## src/rtl/mem_arb_pkg.sv

```systemverilog
// Shared types and defaults for the unified-memory port arbiter.
package mem_arb_pkg;

  typedef enum logic [1:0] {
    IDLE,
    ISSUE,
    WAIT,
    RESP
  } arb_state_t;

  typedef enum logic {
    FETCH,
    DATA
  } grant_t;

  localparam int unsigned MEM_ARB_TIMEOUT = 255;
  localparam int unsigned PERF_CNT_W      = 32;

endpackage

```

## src/rtl/mem_arb_perf.sv

```systemverilog
// Saturating performance counters for the memory port arbiter.
// Instantiated only when MEM_ARB_PERF_EN is defined.
module mem_arb_perf
  import mem_arb_pkg::*;
(
  input  logic                  clk,
  input  logic                  rst,
  input  logic                  i_stall_f,
  input  logic                  i_stall_m,
  input  logic                  i_conflict,
  output logic [PERF_CNT_W-1:0] o_perf_fetch_stall,
  output logic [PERF_CNT_W-1:0] o_perf_data_stall,
  output logic [PERF_CNT_W-1:0] o_perf_conflict
);

  logic [PERF_CNT_W-1:0] r_fetch_stall;
  logic [PERF_CNT_W-1:0] r_data_stall;
  logic [PERF_CNT_W-1:0] r_conflict;

  // Count event cycles, holding at all-ones instead of wrapping.
  always_ff @(posedge clk) begin
    if (rst) begin
      r_fetch_stall <= '0;
      r_data_stall  <= '0;
      r_conflict    <= '0;
    end else begin
      if (i_stall_f && (r_fetch_stall != '1)) r_fetch_stall <= r_fetch_stall + 1'b1;
      if (i_stall_m && (r_data_stall  != '1)) r_data_stall  <= r_data_stall  + 1'b1;
      if (i_conflict && (r_conflict   != '1)) r_conflict    <= r_conflict    + 1'b1;
    end
  end

  assign o_perf_fetch_stall = r_fetch_stall;
  assign o_perf_data_stall  = r_data_stall;
  assign o_perf_conflict    = r_conflict;

endmodule

```

## src/rtl/mem_port_arbiter.sv

```systemverilog
// Arbitrates one single-port memory between instruction fetch and data
// load/store. Each access runs IDLE -> ISSUE -> WAIT -> RESP; a WAIT that
// exceeds TIMEOUT cycles aborts with zero data and sets the sticky mem_err.
// Optional: MEM_ARB_PERF_EN adds stall/conflict counters as output ports.
// ASSERT_EN enables checks that requesters hold req until their ack.
module mem_port_arbiter
  import mem_arb_pkg::*;
#(
  parameter int unsigned ADDR_W  = 32,
  parameter int unsigned DATA_W  = 32,
  parameter int unsigned TIMEOUT = MEM_ARB_TIMEOUT
) (
  input  logic                clk,
  input  logic                rst,
  input  logic                if_req,
  input  logic [ADDR_W-1:0]   if_addr,
  output logic                if_ack,
  output logic [DATA_W-1:0]   if_rdata,
  input  logic                d_req,
  input  logic                d_we,
  input  logic [ADDR_W-1:0]   d_addr,
  input  logic [DATA_W-1:0]   d_wdata,
  input  logic [DATA_W/8-1:0] d_be,
  output logic                d_ack,
  output logic [DATA_W-1:0]   d_rdata,
  input  logic                flush,
  output logic                mem_valid,
  input  logic                mem_ready,
  output logic                mem_we,
  output logic [ADDR_W-1:0]   mem_addr,
  output logic [DATA_W-1:0]   mem_wdata,
  output logic [DATA_W/8-1:0] mem_be,
  input  logic                mem_rvalid,
  input  logic [DATA_W-1:0]   mem_rdata,
  output logic                stall_F,
  output logic                stall_M,
  output logic                mem_err
`ifdef MEM_ARB_PERF_EN
  ,
  output logic [31:0]         perf_fetch_stall,
  output logic [31:0]         perf_data_stall,
  output logic [31:0]         perf_conflict
`endif
);

  localparam int unsigned      CNT_W    = $clog2(TIMEOUT + 1);
  localparam logic [CNT_W-1:0] CNT_LAST = CNT_W'(TIMEOUT - 1);

  arb_state_t          r_state;
  grant_t              r_grant;
  grant_t              r_last_grant;
  logic                r_drop;
  logic [CNT_W-1:0]    r_cnt;
  logic                r_mem_valid;
  logic                r_mem_we;
  logic [ADDR_W-1:0]   r_mem_addr;
  logic [DATA_W-1:0]   r_mem_wdata;
  logic [DATA_W/8-1:0] r_mem_be;
  logic [DATA_W-1:0]   r_rdata;
  logic                r_if_ack;
  logic                r_d_ack;
  logic [DATA_W-1:0]   r_if_rdata;
  logic [DATA_W-1:0]   r_d_rdata;
  logic                r_mem_err;

  logic w_if_pend;
  logic w_d_pend;
  logic w_pick_data;
  logic w_fetch_flush;

  // A request whose ack is visible this cycle has just completed; masking it
  // keeps the requester's still-high req from being granted a second time.
  assign w_if_pend     = if_req && !flush && !r_if_ack;
  assign w_d_pend      = d_req && !r_d_ack;
  assign w_pick_data   = w_d_pend && !(w_if_pend && (r_last_grant == DATA));
  assign w_fetch_flush = (r_grant == FETCH) && flush;

  // Transaction sequencer with registered memory request and ack outputs.
  always_ff @(posedge clk) begin
    if (rst) begin
      r_state      <= IDLE;
      r_grant      <= FETCH;
      r_last_grant <= FETCH;
      r_drop       <= 1'b0;
      r_cnt        <= '0;
      r_mem_valid  <= 1'b0;
      r_mem_we     <= 1'b0;
      r_mem_addr   <= '0;
      r_mem_wdata  <= '0;
      r_mem_be     <= '0;
      r_rdata      <= '0;
      r_if_ack     <= 1'b0;
      r_d_ack      <= 1'b0;
      r_if_rdata   <= '0;
      r_d_rdata    <= '0;
      r_mem_err    <= 1'b0;
    end else begin
      r_if_ack <= 1'b0;
      r_d_ack  <= 1'b0;
      unique case (r_state)
        IDLE: begin
          if (w_d_pend || w_if_pend) begin
            r_mem_valid <= 1'b1;
            r_state     <= ISSUE;
            if (w_pick_data) begin
              r_grant     <= DATA;
              r_mem_we    <= d_we;
              r_mem_addr  <= d_addr;
              r_mem_wdata <= d_wdata;
              r_mem_be    <= d_be;
            end else begin
              r_grant     <= FETCH;
              r_mem_we    <= 1'b0;
              r_mem_addr  <= if_addr;
              r_mem_wdata <= '0;
              r_mem_be    <= '1;
            end
          end
        end
        ISSUE: begin
          if (mem_ready) begin
            r_mem_valid <= 1'b0;
            r_cnt       <= '0;
            r_state     <= WAIT;
            // Already accepted: the response must still be consumed.
            if (w_fetch_flush) r_drop <= 1'b1;
          end else if (w_fetch_flush) begin
            r_mem_valid <= 1'b0;
            r_state     <= IDLE;
          end
        end
        WAIT: begin
          r_cnt <= r_cnt + 1'b1;
          if (w_fetch_flush) r_drop <= 1'b1;
          if (mem_rvalid) begin
            r_rdata <= mem_rdata;
            r_state <= RESP;
          end else if (r_cnt == CNT_LAST) begin
            r_mem_err <= 1'b1;
            r_rdata   <= '0;
            r_state   <= RESP;
          end
        end
        RESP: begin
          if (!r_drop) begin
            if (r_grant == FETCH) begin
              r_if_ack   <= 1'b1;
              r_if_rdata <= r_rdata;
            end else begin
              r_d_ack   <= 1'b1;
              r_d_rdata <= r_rdata;
            end
          end
          r_last_grant <= r_grant;
          r_drop       <= 1'b0;
          r_state      <= IDLE;
        end
        default: r_state <= IDLE;
      endcase
    end
  end

  assign if_ack    = r_if_ack;
  assign if_rdata  = r_if_rdata;
  assign d_ack     = r_d_ack;
  assign d_rdata   = r_d_rdata;
  assign mem_valid = r_mem_valid;
  assign mem_we    = r_mem_we;
  assign mem_addr  = r_mem_addr;
  assign mem_wdata = r_mem_wdata;
  assign mem_be    = r_mem_be;
  assign mem_err   = r_mem_err;
  assign stall_F   = if_req && !if_ack;
  assign stall_M   = d_req && !d_ack;

`ifdef MEM_ARB_PERF_EN
  logic w_conflict;
  assign w_conflict = (r_state == IDLE) && w_if_pend && w_d_pend;

  mem_arb_perf u_perf (
    .clk                (clk),
    .rst                (rst),
    .i_stall_f          (stall_F),
    .i_stall_m          (stall_M),
    .i_conflict         (w_conflict),
    .o_perf_fetch_stall (perf_fetch_stall),
    .o_perf_data_stall  (perf_data_stall),
    .o_perf_conflict    (perf_conflict)
  );
`endif

`ifdef ASSERT_EN
  // Fetch may abandon its request only together with a flush.
  a_if_hold: assert property (@(posedge clk) disable iff (rst)
    (if_req && !if_ack && !flush) |=> (if_req || flush));
  a_d_hold: assert property (@(posedge clk) disable iff (rst)
    (d_req && !d_ack) |=> d_req);
`endif

endmodule

```

## config.mk

```make
export PLATFORM = sky130hd
export DESIGN_NAME = mem_port_arbiter
export DESIGN_NICKNAME = d
export VERILOG_FILES = /design/src/rtl/mem_arb_pkg.sv /design/src/rtl/mem_arb_perf.sv /design/src/rtl/mem_port_arbiter.sv
export SDC_FILE = /design/constraint.sdc
export NUM_CORES = 1
export LEC_CHECK = 0
export ABC_CLOCK_PERIOD_IN_PS = 1780
export CORE_ASPECT_RATIO = 2
export CORE_MARGIN = 8
export CORE_UTILIZATION = 38
export DETAILED_ROUTE_END_ITERATION = 10
export PLACE_DENSITY_LB_ADDON = 0.25
export SETUP_SLACK_MARGIN = 0.02
export SYNTH_ARGS = -nofsm -noshare
export SYNTH_HDL_FRONTEND = slang
export SYNTH_SLANG_ARGS = --single-unit
```

## constraint.sdc

```tcl
create_clock -name clk -period 1.78 [get_ports clk]
set_clock_uncertainty 0.1 [all_clocks]
set_input_delay 0.534 -clock clk [delete_from_list [all_inputs] [get_ports clk]]
set_output_delay 0.534 -clock clk [all_outputs]
set_load 0.01 [all_outputs]
```

==> results of run 1 <==
## final cells by class
class,count,area share (%)
antenna,1,0.0239
clock buffer,17,4.06
clock inverter,15,1.75
inverter,4,0.143
multi-input combinational,504,26.0
sequential,182,34.9
tap,210,2.51
timing repair buffer,321,30.7
## metal layers
layer / global-route usage, % / up-vias
met5: 0 / -
met4: 8.07 / 0
met3: 7.75 / 31
met2: 32.2 / 249
met1: 23.5 / 3078
li1: - / 3158
## worst paths after layout
| kind | start | endpoint | depth (start not counted) |
|---|---|---|---|
| max | mem_wdata[17] | mem_wdata[17] | 1 |
| max reg2reg | if_ack | mem_addr[27] | 6 |
| min reg2reg | if_rdata[7] | if_rdata[7] | 2 |
| min | rst | r_cnt[0] | 2 |
## per-stage QoR
step	power (mW)	TNS (ns)	cells	util, %
final	9.75	0	1254	61.2
after global routing	10.1	0	1254	61.2
after global placement	5.90	-36.09	1210	57.2
after CTS	9.84	0	1251	60.9
after detailed placement	5.94	-39.30	1210	57.2
after floorplan	5.05	0	750	-
## what timing repair did
action,CTS,global route
buffers inserted,4,2
hold buffers,0,0
cloned,5,0
gates resized for setup,160,12
endpoints found under the hold margin,0,0
pin swaps,4,3
setup endpoints to repair,204,98
## power groups by stage
stage | clock network, mW | registers, mW | logic (mW)
global route | 4.16 | 4.39 | 1.60
floorplan | 0 | 4.52 | 0.531
finish | 3.90 | 4.36 | 1.49
detailed placement | 0 | 4.46 | 1.48
global placement | 0 | 4.45 | 1.45
CTS | 4.00 | 4.36 | 1.47
## cell families after synthesis
family,Yosys count
AOI/OAI and AO/OA,193
adders and majority gates,2
buffers and inverters,64
DFF,182
muxes,1
and+or+nand+nor,308
## state kept, by name, summed over array words and instances, names as in the netlist, named ones only
signal,flops
d_rdata,32
r_drop,1
mem_addr,32
mem_we,1
d_ack,1
r_state,1
if_ack,1
mem_be,4
r_rdata,32
mem_valid,1
mem_wdata,32
if_rdata,32
mem_err,1
r_last_grant,1
r_grant,1
r_cnt,8
## layout by cell type, fill, tap and decap left out, drive strengths merged, types with 2 or more instances in the layout
master           n
nor2            79
o21a             2
o32ai            4
nand3            4
clkbuf          17
nand2          198
a22o            32
a22oi           33
inv             12
clkdlybuf4s15    3
nor2b            3
clkinv           3
a21oi           76
bufinv           2
buf             45
clkinvlp         2
or2              2
nand3b           3
nor3             2
a311oi          32
dfxtp          182
a2111oi          2
or3              4
o211ai           2
o21ai            3
nand2b           5
clkdlybuf4s50  135
dlygate4sd2    137
a211oi           2
ha               2
a31oi            3
nor3b            2
nand4            2
==> impl_metrics.yaml, run 1 <==
cells_and_area:
  syn2layout_area_growth_pct: 59.4
  drive_above_1_share_pct: 9.68
  n_fill_cell: 1505
  final_area_um2: 10500
  seqCellArea_um2: 3650
  multi_input_comb_area_um2: 2720
  final_nets: 1172
clocking:
  htree_levels: 4
  clkSlewWorstSetupHoldPaths_ns: 0.07
  cts_made_buffers: 17
  cts_tree: "built"
  worstSkewPairLatency_ns: 0.42
  clockBufferDepth: 2
  clock-sinks: 182
  cts_root_buf: "clkbuf_16"
worst_setup_path:
  critical_path_class: "reg2out"
  cp_num_buf_inv: 1
  slowest_stage: "dfxtp_1"
  cpLargestDelayFamily: "flip-flops"
  cp.required_ns: 1.15
  crit_chain: "dlygate4sd2_1"
  crit_path_end_kind: "primary output"
  crit_path_max_fanout: 2
  start_kind: "register"
  worstPathArrival_ns: 1.08
  critPathMaxStageDelay_ns: 0.35
  rrSetupSlack_ns: 0.11
global_route:
  grt_pass1_wl_um: 35500
  grt-ovfl-total: 0
  grt_pass1_vias: 6642
  grt_max_degree: 81
  grt_usage_pct: 20.2
  antenna_found_initial: 1
yosys:
  synthArstFlopShare_pct: 0
  synthMuxAreaShare_pct: 0.172
  synth_compound_area_share_pct: 20.5
  synth_top_family_by_area: "compound AO/OA/AOI/OAI gates"
  ys_ff_latch: 182
  synth_cell_types: 39
  synth_common_cells: "nand2_1, dfxtp_1, nor2_1"
  yosysMostFrequentCell: "nand2_1"
  synth_top_area_share_pct: 55.5
  syn_area_um2: 6570
  syn-instance-count: 750
  synth_nets: 892
  synth_warnings: 0
  synth_edf_count: 0
  synthXorXnorAreaFrac_pct: 0
  ys_seq_area_share_pct: 55.5
  yosys-top-cells-area: "dfxtp_1, nand2_1, a21oi_1"
  synth_adder_area_share_pct: 0.381
  ys.flop_type: "dfxtp_1"
  synthSimpleGateAreaFrac_pct: 19.0
  syn_avg_cell_area_um2: 8.75
  synth_top_area_cell: "dfxtp_1"
route:
  vias: 6516
  drt_iter0_drc: 360
  wl_per_cell_um: 18.0
  met1_length_um: 8870
  drt_wl_total_um: 22500
  dr_wl_met2_um: 10800
  final_antenna_net_count: 0
  drt-vias-per-instance: 5.20
  routed.top_layer: "met4"
  met3_length_um: 2310
  drc: 0
  drt_pass1_iterations: 4
sta:
  period_needed_ns: 1.71
  slew_violations: 0
  period_share_pct: 96.0
  worst_slew_pin_slew_ns: 0.393
  fmax_mhz: 585
  setup_slack_ns: 0.0708
  whs_ns: 0.282
  hold_viol: 0
  finalSetupViolations: 0
  slew_headroom_pct: 73.1
  rsz0062_at_grt: "no"
place:
  dp_slack_ns: -0.568
  place_area_um2: 9780
  dp_hpwl_um: 15200
  gp_congestion: 0.758
  io_buffer_count: 278
die:
  dieArea_um2: 22000
  start_util_pct: 38.4
  core-area_um2: 17100
  rows: 68
  io_pins: 279
  die_y_um: 202
  die_x_um: 109
pwr:
  p_per_area_nw_per_um2: 931
  sw_frac_of_total_pct: 26.3
  combPwrFrac_pct: 15.2
  leakage_nw: 4.44
  p_clk_share_pct: 40.0
  cellInternalPower_mw: 7.18
  ir_worst_vdd_uv: 651
  power.switching_mw: 2.56
  p_seq_share_pct: 44.8
min_path:
  hold_class: "in2reg"
run:
  cap_violations: 0
run_status:
  status: "complete, no violations"
Note: power is estimated with default switching activity, not from simulation.
==> inputs of run 2 (changes only) <==
--- a/config.mk
+++ b/config.mk
@@ -9,6 +9,7 @@
 export CORE_ASPECT_RATIO = 2
 export CORE_MARGIN = 8
 export CORE_UTILIZATION = 38
+export CTS_CLUSTER_SIZE = 14
 export DETAILED_ROUTE_END_ITERATION = 10
 export PLACE_DENSITY_LB_ADDON = 0.25
 export SETUP_SLACK_MARGIN = 0.02
==> results of run 2 <==
No change in the layout: final DEF, timing and power equal those of run 1.
